===== src/rtl/acq_pkg.sv =====
// ---------------------------------------------------------------------------
// acq_pkg
// Definitions shared by the acquisition controller and its helpers.
//   - acq_state_t : 3-bit sequencer state encoding
//   - ADDR_WIDTH_DEF / REV_WIDTH_DEF : default widths for the SRAM address
//     (512K x 8 buffer) and for the revolution counter
// ---------------------------------------------------------------------------
package acq_pkg;

   localparam int ADDR_WIDTH_DEF = 19;
   localparam int REV_WIDTH_DEF  = 4;

   typedef enum logic [2:0] {
      ST_IDLE    = 3'd0,
      ST_WAITIDX = 3'd1,
      ST_ACQUIRE = 3'd2,
      ST_STOP    = 3'd3,
      ST_DONE    = 3'd4
   } acq_state_t;

endpackage


===== src/rtl/acq_controller_index_edge_sync.sv =====
// ---------------------------------------------------------------------------
// index_edge_sync
// Brings an asynchronous drive status line (typically the index pulse) into
// the CLOCK domain and turns each rising edge into a single-cycle pulse.
//
// Ports:
//   CLOCK    in   sampling clock
//   RESET    in   asynchronous reset, active-high
//   SIG_IN   in   raw asynchronous status line
//   IDX_RISE out  registered one-cycle pulse per rising edge of SIG_IN
//
// A rise first sampled on edge N shows up as IDX_RISE high in the cycle
// that follows edge N+2. A line held high produces only one pulse.
// ---------------------------------------------------------------------------
module index_edge_sync (
   input  logic CLOCK,
   input  logic RESET,
   input  logic SIG_IN,
   output logic IDX_RISE
);

   logic sync_meta;
   logic sync_stable;
   logic sync_prev;

   // Two-flop synchroniser, then a delayed copy of the stable level so that
   // the edge detector compares "now" against "one cycle ago". The pulse
   // itself is registered so downstream logic never sees a combinational
   // glitch from the synchroniser chain.
   always_ff @(posedge CLOCK or posedge RESET) begin
      if (RESET) begin
         sync_meta   <= 1'b0;
         sync_stable <= 1'b0;
         sync_prev   <= 1'b0;
         IDX_RISE    <= 1'b0;
      end else begin
         sync_meta   <= SIG_IN;
         sync_stable <= sync_meta;
         sync_prev   <= sync_stable;
         IDX_RISE    <= sync_stable & ~sync_prev;
      end
   end

endmodule


===== src/rtl/acq_controller.sv =====
// ---------------------------------------------------------------------------
// acq_controller
// Sequencing controller for the flux-transition disc reader. A host START
// arms an acquisition, optionally waits for the first index pulse, enables
// the reader (RUN) and turns every reader write strobe into an SRAM write at
// an auto-incrementing address. Acquisition ends on a revolution count, on
// writing the last permitted address, or on host ABORT.
//
// Ports:
//   CLOCK          in   system/acquisition clock
//   RESET          in   asynchronous reset, active-high
//   START          in   pulse: begin acquisition (only from IDLE or DONE)
//   ABORT          in   pulse: stop acquisition
//   WAIT_INDEX_EN  in   hold off capture until the first index rising edge
//   REV_COUNT      in   index edges after capture start that end it; 0 = none
//   ADDR_LIMIT     in   last writable SRAM address
//   FD_INDEX_IN    in   raw asynchronous index pulse from the drive
//   DR_WRITE       in   write strobe from the disc reader
//   RUN            out  registered enable to the disc reader
//   RAM_ADDR       out  SRAM address of the current write
//   RAM_WE         out  SRAM write enable (combinational from DR_WRITE)
//   BUSY           out  high in WAIT_IDX, ACQUIRE and STOP
//   WAITING        out  high in WAIT_IDX
//   DONE           out  high in DONE
//   MEM_FULL       out  sticky: acquisition ended because ADDR_LIMIT was written
//
// Config inputs are captured on the accepted START cycle; on DONE the number
// of captured bytes is RAM_ADDR, or ADDR_LIMIT+1 when MEM_FULL is set.
// ---------------------------------------------------------------------------
module acq_controller
   import acq_pkg::*;
#(
   parameter int ADDR_WIDTH = ADDR_WIDTH_DEF,
   parameter int REV_WIDTH  = REV_WIDTH_DEF
) (
   input  logic                  CLOCK,
   input  logic                  RESET,
   input  logic                  START,
   input  logic                  ABORT,
   input  logic                  WAIT_INDEX_EN,
   input  logic [REV_WIDTH-1:0]  REV_COUNT,
   input  logic [ADDR_WIDTH-1:0] ADDR_LIMIT,
   input  logic                  FD_INDEX_IN,
   input  logic                  DR_WRITE,
   output logic                  RUN,
   output logic [ADDR_WIDTH-1:0] RAM_ADDR,
   output logic                  RAM_WE,
   output logic                  BUSY,
   output logic                  WAITING,
   output logic                  DONE,
   output logic                  MEM_FULL
);

   acq_state_t            state_q;
   acq_state_t            state_d;

   logic                  idx_rise;
   logic                  run_q;
   logic                  mem_full_q;
   logic                  abort_flag_q;
   logic [ADDR_WIDTH-1:0] addr_q;
   logic [ADDR_WIDTH-1:0] addr_limit_q;
   logic [REV_WIDTH-1:0]  rev_cnt_q;
   logic [REV_WIDTH-1:0]  rev_cfg_q;

   logic                  start_ok;
   logic                  at_limit;
   logic                  full_hit;
   logic                  rev_hit;
   logic [REV_WIDTH-1:0]  rev_next;

   index_edge_sync u_index_sync (
      .CLOCK    (CLOCK),
      .RESET    (RESET),
      .SIG_IN   (FD_INDEX_IN),
      .IDX_RISE (idx_rise)
   );

   // Decode of the events the sequencer reacts to. START is only honoured
   // when nothing is in flight; in DONE an ABORT in the same cycle wins.
   // The revolution counter saturates so an unlimited run can never wrap
   // back onto a small REV_COUNT value.
   always_comb begin
      start_ok = START && ((state_q == ST_IDLE) ||
                           ((state_q == ST_DONE) && !ABORT));
      at_limit = (addr_q == addr_limit_q);
      full_hit = RAM_WE && at_limit;
      rev_next = (rev_cnt_q == '1) ? rev_cnt_q : rev_cnt_q + 1'b1;
      rev_hit  = (state_q == ST_ACQUIRE) && idx_rise &&
                 (rev_cfg_q != '0) && (rev_next == rev_cfg_q);
   end

   // State register.
   always_ff @(posedge CLOCK or posedge RESET) begin
      if (RESET) begin
         state_q <= ST_IDLE;
      end else begin
         state_q <= state_d;
      end
   end

   // Next-state logic. ABORT, memory full and revolution terminate all lead
   // to the single STOP cycle, which exists so a reader write started on the
   // final ACQUIRE edge still lands in memory.
   always_comb begin
      state_d = state_q;
      unique case (state_q)
         ST_IDLE: begin
            if (start_ok) begin
               state_d = WAIT_INDEX_EN ? ST_WAITIDX : ST_ACQUIRE;
            end
         end
         ST_WAITIDX: begin
            if (ABORT) begin
               state_d = ST_STOP;
            end else if (idx_rise) begin
               state_d = ST_ACQUIRE;
            end
         end
         ST_ACQUIRE: begin
            if (ABORT || full_hit || rev_hit) begin
               state_d = ST_STOP;
            end
         end
         ST_STOP: begin
            state_d = (abort_flag_q || ABORT) ? ST_IDLE : ST_DONE;
         end
         ST_DONE: begin
            if (ABORT) begin
               state_d = ST_IDLE;
            end else if (start_ok) begin
               state_d = WAIT_INDEX_EN ? ST_WAITIDX : ST_ACQUIRE;
            end
         end
         default: begin
            state_d = ST_IDLE;
         end
      endcase
   end

   // Output decode from the current state. In STOP a write is still taken
   // unless the buffer has already been filled.
   always_comb begin
      RAM_WE  = 1'b0;
      BUSY    = 1'b0;
      WAITING = 1'b0;
      DONE    = 1'b0;
      unique case (state_q)
         ST_WAITIDX: begin
            BUSY    = 1'b1;
            WAITING = 1'b1;
         end
         ST_ACQUIRE: begin
            BUSY   = 1'b1;
            RAM_WE = DR_WRITE;
         end
         ST_STOP: begin
            BUSY   = 1'b1;
            RAM_WE = DR_WRITE && !mem_full_q;
         end
         ST_DONE: begin
            DONE = 1'b1;
         end
         default: begin
            RAM_WE = 1'b0;
         end
      endcase
   end

   // Datapath: config capture on START, address/full tracking on each
   // write, revolution counting on index edges while capturing, and the
   // abort flag that decides where STOP exits to. At the limit the address
   // holds instead of wrapping, and MEM_FULL records why we stopped.
   always_ff @(posedge CLOCK or posedge RESET) begin
      if (RESET) begin
         addr_q       <= '0;
         addr_limit_q <= '0;
         rev_cnt_q    <= '0;
         rev_cfg_q    <= '0;
         mem_full_q   <= 1'b0;
         abort_flag_q <= 1'b0;
      end else if (start_ok) begin
         addr_q       <= '0;
         addr_limit_q <= ADDR_LIMIT;
         rev_cnt_q    <= '0;
         rev_cfg_q    <= REV_COUNT;
         mem_full_q   <= 1'b0;
         abort_flag_q <= 1'b0;
      end else begin
         if (RAM_WE) begin
            if (at_limit) begin
               mem_full_q <= 1'b1;
            end else begin
               addr_q <= addr_q + 1'b1;
            end
         end
         if ((state_q == ST_ACQUIRE) && idx_rise) begin
            rev_cnt_q <= rev_next;
         end
         if (ABORT && ((state_q == ST_WAITIDX) || (state_q == ST_ACQUIRE))) begin
            abort_flag_q <= 1'b1;
         end
      end
   end

   // RUN is registered from the next state so it rises on the very edge
   // that enters ACQUIRE and drops on the edge that leaves it.
   always_ff @(posedge CLOCK or posedge RESET) begin
      if (RESET) begin
         run_q <= 1'b0;
      end else begin
         run_q <= (state_d == ST_ACQUIRE);
      end
   end

   assign RUN      = run_q;
   assign RAM_ADDR = addr_q;
   assign MEM_FULL = mem_full_q;

endmodule


===== config.mk =====
export PLATFORM = sky130hd
export DESIGN_NAME = acq_controller
export DESIGN_NICKNAME = d
export VERILOG_FILES = /design/src/rtl/acq_pkg.sv /design/src/rtl/acq_controller_index_edge_sync.sv /design/src/rtl/acq_controller.sv
export SDC_FILE = /design/constraint.sdc
export NUM_CORES = 1
export LEC_CHECK = 0
export CAP_MARGIN = 20
export CORE_MARGIN = 4
export CORE_UTILIZATION = 47
export DETAILED_ROUTE_END_ITERATION = 16
export GPL_ROUTABILITY_DRIVEN = 0
export PLACE_DENSITY = 0.77
export SYNTH_ARGS = -nofsm -noshare
export SYNTH_HDL_FRONTEND = slang
export SYNTH_HIERARCHICAL = 1
export SYNTH_SLANG_ARGS = --single-unit

===== constraint.sdc =====
create_clock -name CLOCK -period 2.15 [get_ports CLOCK]
set_clock_uncertainty 0.15 [all_clocks]
set_input_delay 0.43 -clock CLOCK [delete_from_list [all_inputs] [get_ports CLOCK]]
set_output_delay 0.43 -clock CLOCK [all_outputs]
set_load 0.01 [all_outputs]

==> flow_summary.yaml <==
synth:
  synth_top_cell_area_share_pct: 49.9
  netlist_area_um2: 2810
  syn_nets: 342
  async_reset_ff_share_pct: 100
  ys_ff_latch: 56
  synthCells: 310
  synth_top_cell_by_area: "dfrtp_1"
  synth_edf_count: 0
  synth-main-ff-cell: "dfrtp_1"
  seq_area_frac_synth_pct: 49.9
  ys_types: 41
  avgSynthCellArea_um2: 9.05
  synth.area.top_cells: "dfrtp_1 50%, nand2_1 11%, xor2_1 6.2%"
  netlist_top_cells_count: "82 x nand2_1, 56 x dfrtp_1, 20 x xor2_1"
  post-synth-top-count-cell: "nand2_1"
  yosys_warnings: 6
sta:
  setup_tns_ps: 0
  timing.fmax_ghz: 0.476
  fin_crit_sh_pct: 97.7
  fin_crit_ps: 2100
  slew_headroom_pct: 76.2
  hold_viol: 0
  drv_slew: 0
  grt_setup_unrepaired: "yes"
  max_slew.worst_pin.slew_ps: 358
  setup_viol: 0
worst_setup_path:
  critical_path.most_common_cell: "buf_4"
  cp_cell_sequence: "buf_4 -> buf_4 -> clkdlybuf4s50_1"
  slowest_delay_ps: 470
  critical_path_class: "reg -> out"
  cp-end-kind: "output pin"
  slowest_stage: "clkdlybuf4s50_1"
  r2r_slack_ps: 80
  cp_data_arrival_time_ps: 1520
  cp-start-kind: "flip-flop"
  crit_fanout: 4
  critical_path_required_ps: 1570
drt:
  via_per_inst: 5.32
  drtAntennaViolNets: 0
  drt_first_pass_iters: 4
  drt-initial-drc-count: 166
  drc_errors: 0
  routed_wl_mm: 6.87
  dr_total_vias: 2525
  wl_per_cell_um: 14.5
clock_network:
  cts_buffers: 5
  insertion_delay_ps: 310
  numClockSinks: 56
  clkSlewWorstSetupHoldPaths_ps: 100
  cts_root_buf: "clkbuf_8"
  cts_max_path_buffers: 2
  cts_tree: "yes"
  htreeDepth: 2
  hold_buffers: 0
global_routing:
  grt_max_degree: 32
  grt_pass1_vias: 2513
  grt_pass1_wl_mm: 11.5
  grt_use_total_pct: 19.4
  grt_antenna_before_repair: 0
  grt_overflow: 0
finish:
  drive_gt1_share_pct: 18.4
  nets: 434
  diodes: 0
  regArea_um2: 1410
  fillers: 423
  multi_input_area_um2: 1400
  post-route-util_pct: 68.8
  area_growth_pct: 38.3
floorplanning:
  die_y_um: 85.3
  std_cell_rows: 27
  pin_count: 55
  die_w_um: 85.3
  core_um2: 5640
  die-area_um2: 7270
  start_util_pct: 49.7
power:
  clockPowerShare_pct: 16.8
  p_sw_mw: 1.34
  intPower_mw: 2.23
  p_comb_share_pct: 39.2
  leakage_nw: 1.83
  vdd_ir_drop_max_uv: 571
  power_frac_seq_pct: 44.0
  powerDensity_nw_per_um2: 920
  switching_share_pct: 37.4
run:
  maxCapViolCount: 0
status:
  status: "finished clean"
place:
  numPortBuffers: 54
  dp_hpwl_mm: 5.15
hold_path:
  hp-class: "in -> async"
## critical path, delay by kind of cell (launching register included)
| kind | cells | cell delay [ps] |
|---|---|---|
| buffers and inverters | 3 | 750 |
| DFF | 1 | 460 |
## power by group through the flow
stage / combinational [mW] / clock (mW) / sequential, mW
6_report: 1.40 / 0.600 / 1.57
5_1_grt: 1.57 / 0.657 / 1.61
4_1_cts: 1.36 / 0.617 / 1.57
3_5_place_dp: 1.35 / 0 / 1.59
3_3_place_gp: 1.32 / 0 / 1.57
2_1_floorplan: 0.825 / 0 / 1.57
## cell usage in the layout, fill, tap and decap left out, types with 3 or more instances in the layout
cell type	synthesis	final
nand2_1	82	82
dfrtp_1	56	51
clkdlybuf4s50_1	0	50
buf_4	0	43
xor2_1	20	19
a21oi_1	16	16
nor2_1	15	14
nand3_1	12	11
o21ai_0	10	10
or3_1	9	9
xnor2_1	7	7
inv_1	7	6
dfrtp_2	0	5
nand2b_1	5	5
nand4_1	5	5
clkbuf_8	0	5
o21ai_1	5	4
o211ai_1	4	4
nor4_2	0	3
o31ai_1	3	3
nor3_1	4	3
mux2i_1	4	3
and2_1	3	3
dlygate4sd2_1	0	3
## final timing paths
check | startpoint | end | depth (start not counted)
setup reg to reg | RAM_ADDR[10]$_DFFE_PP0P_ | RAM_ADDR[18]$_DFFE_PP0P_ | 8
setup / recovery | RAM_ADDR[5]$_DFFE_PP0P_ | RAM_ADDR[5] | 3
hold reg to reg | u_index_sync/sync_meta$_DFF_PP0_ | u_index_sync/sync_stable$_DFF_PP0_ | 0
max in group asynchronous | RESET | RAM_ADDR[5]$_DFFE_PP0P_ | 3
min in group CLOCK | u_index_sync/sync_meta$_DFF_PP0_ | u_index_sync/sync_stable$_DFF_PP0_ | 0
hold / removal | RESET | u_index_sync/sync_meta$_DFF_PP0_ | 2
## per-layer routing
layer	wire [µm]	share of wire, %	global-route usage [%]
met5	0	0	0
met4	180	2.6	7.91
met3	368	5.4	4.17
met2	3270	48	31.4
met1	3050	44	25.3
## state kept, by name (all words and copies together) (netlist names)
signal,count
u_index_sync/IDX_RISE,1
abort_flag_q,1
state_q,3
u_index_sync/sync_meta,1
rev_cfg_q,4
u_index_sync/sync_prev,1
RUN,1
addr_limit_q,19
MEM_FULL,1
rev_cnt_q,4
RAM_ADDR,19
u_index_sync/sync_stable,1
## repair_timing
item / CTS / global route
resized for setup: 8 / 16
pin swaps: 1 / 2
buffers inserted: 1 / 2
setup endpoints to repair: 8 / 14
## final cells by class
type                    count  area share, %
inverters                   7          0.677
repair buffers             97           22.2
flip-flops and latches     56           36.3
clock inverters             3          0.677
well taps                  72           2.32
clock buffers               5           1.77
multi-input cells         235           36.1
## logic make-up after synthesis
group / after synthesis / share of synthesized area [%]
AO/OA/AOI/OAI: 46 / 9.63
multiplexers: 4 / 1.43
adder cells (fa/ha/maj): 2 / 0.892
AND/OR/NAND/NOR: 156 / 27.0
flip-flops: 56 / 49.9
buffers and inverters: 19 / 2.72
XOR/XNOR: 27 / 8.43
## per-stage QoR
stage          setup slack [ps]  area (µm²)  hold slack, ps  power (mW)  instances
2_1_floorplan              61.3        2810            46.1        2.39        310
3_3_place_gp               -167        3690             188        2.89        464
3_5_place_dp               -195        3690             194        2.94        464
4_1_cts                    10.8        3800             182        3.55        473
5_1_grt                   -42.9        3880             189        3.83        475
6_report                   50.1        3880             181        3.57        475
Note: power is estimated with default switching activity, not from simulation.
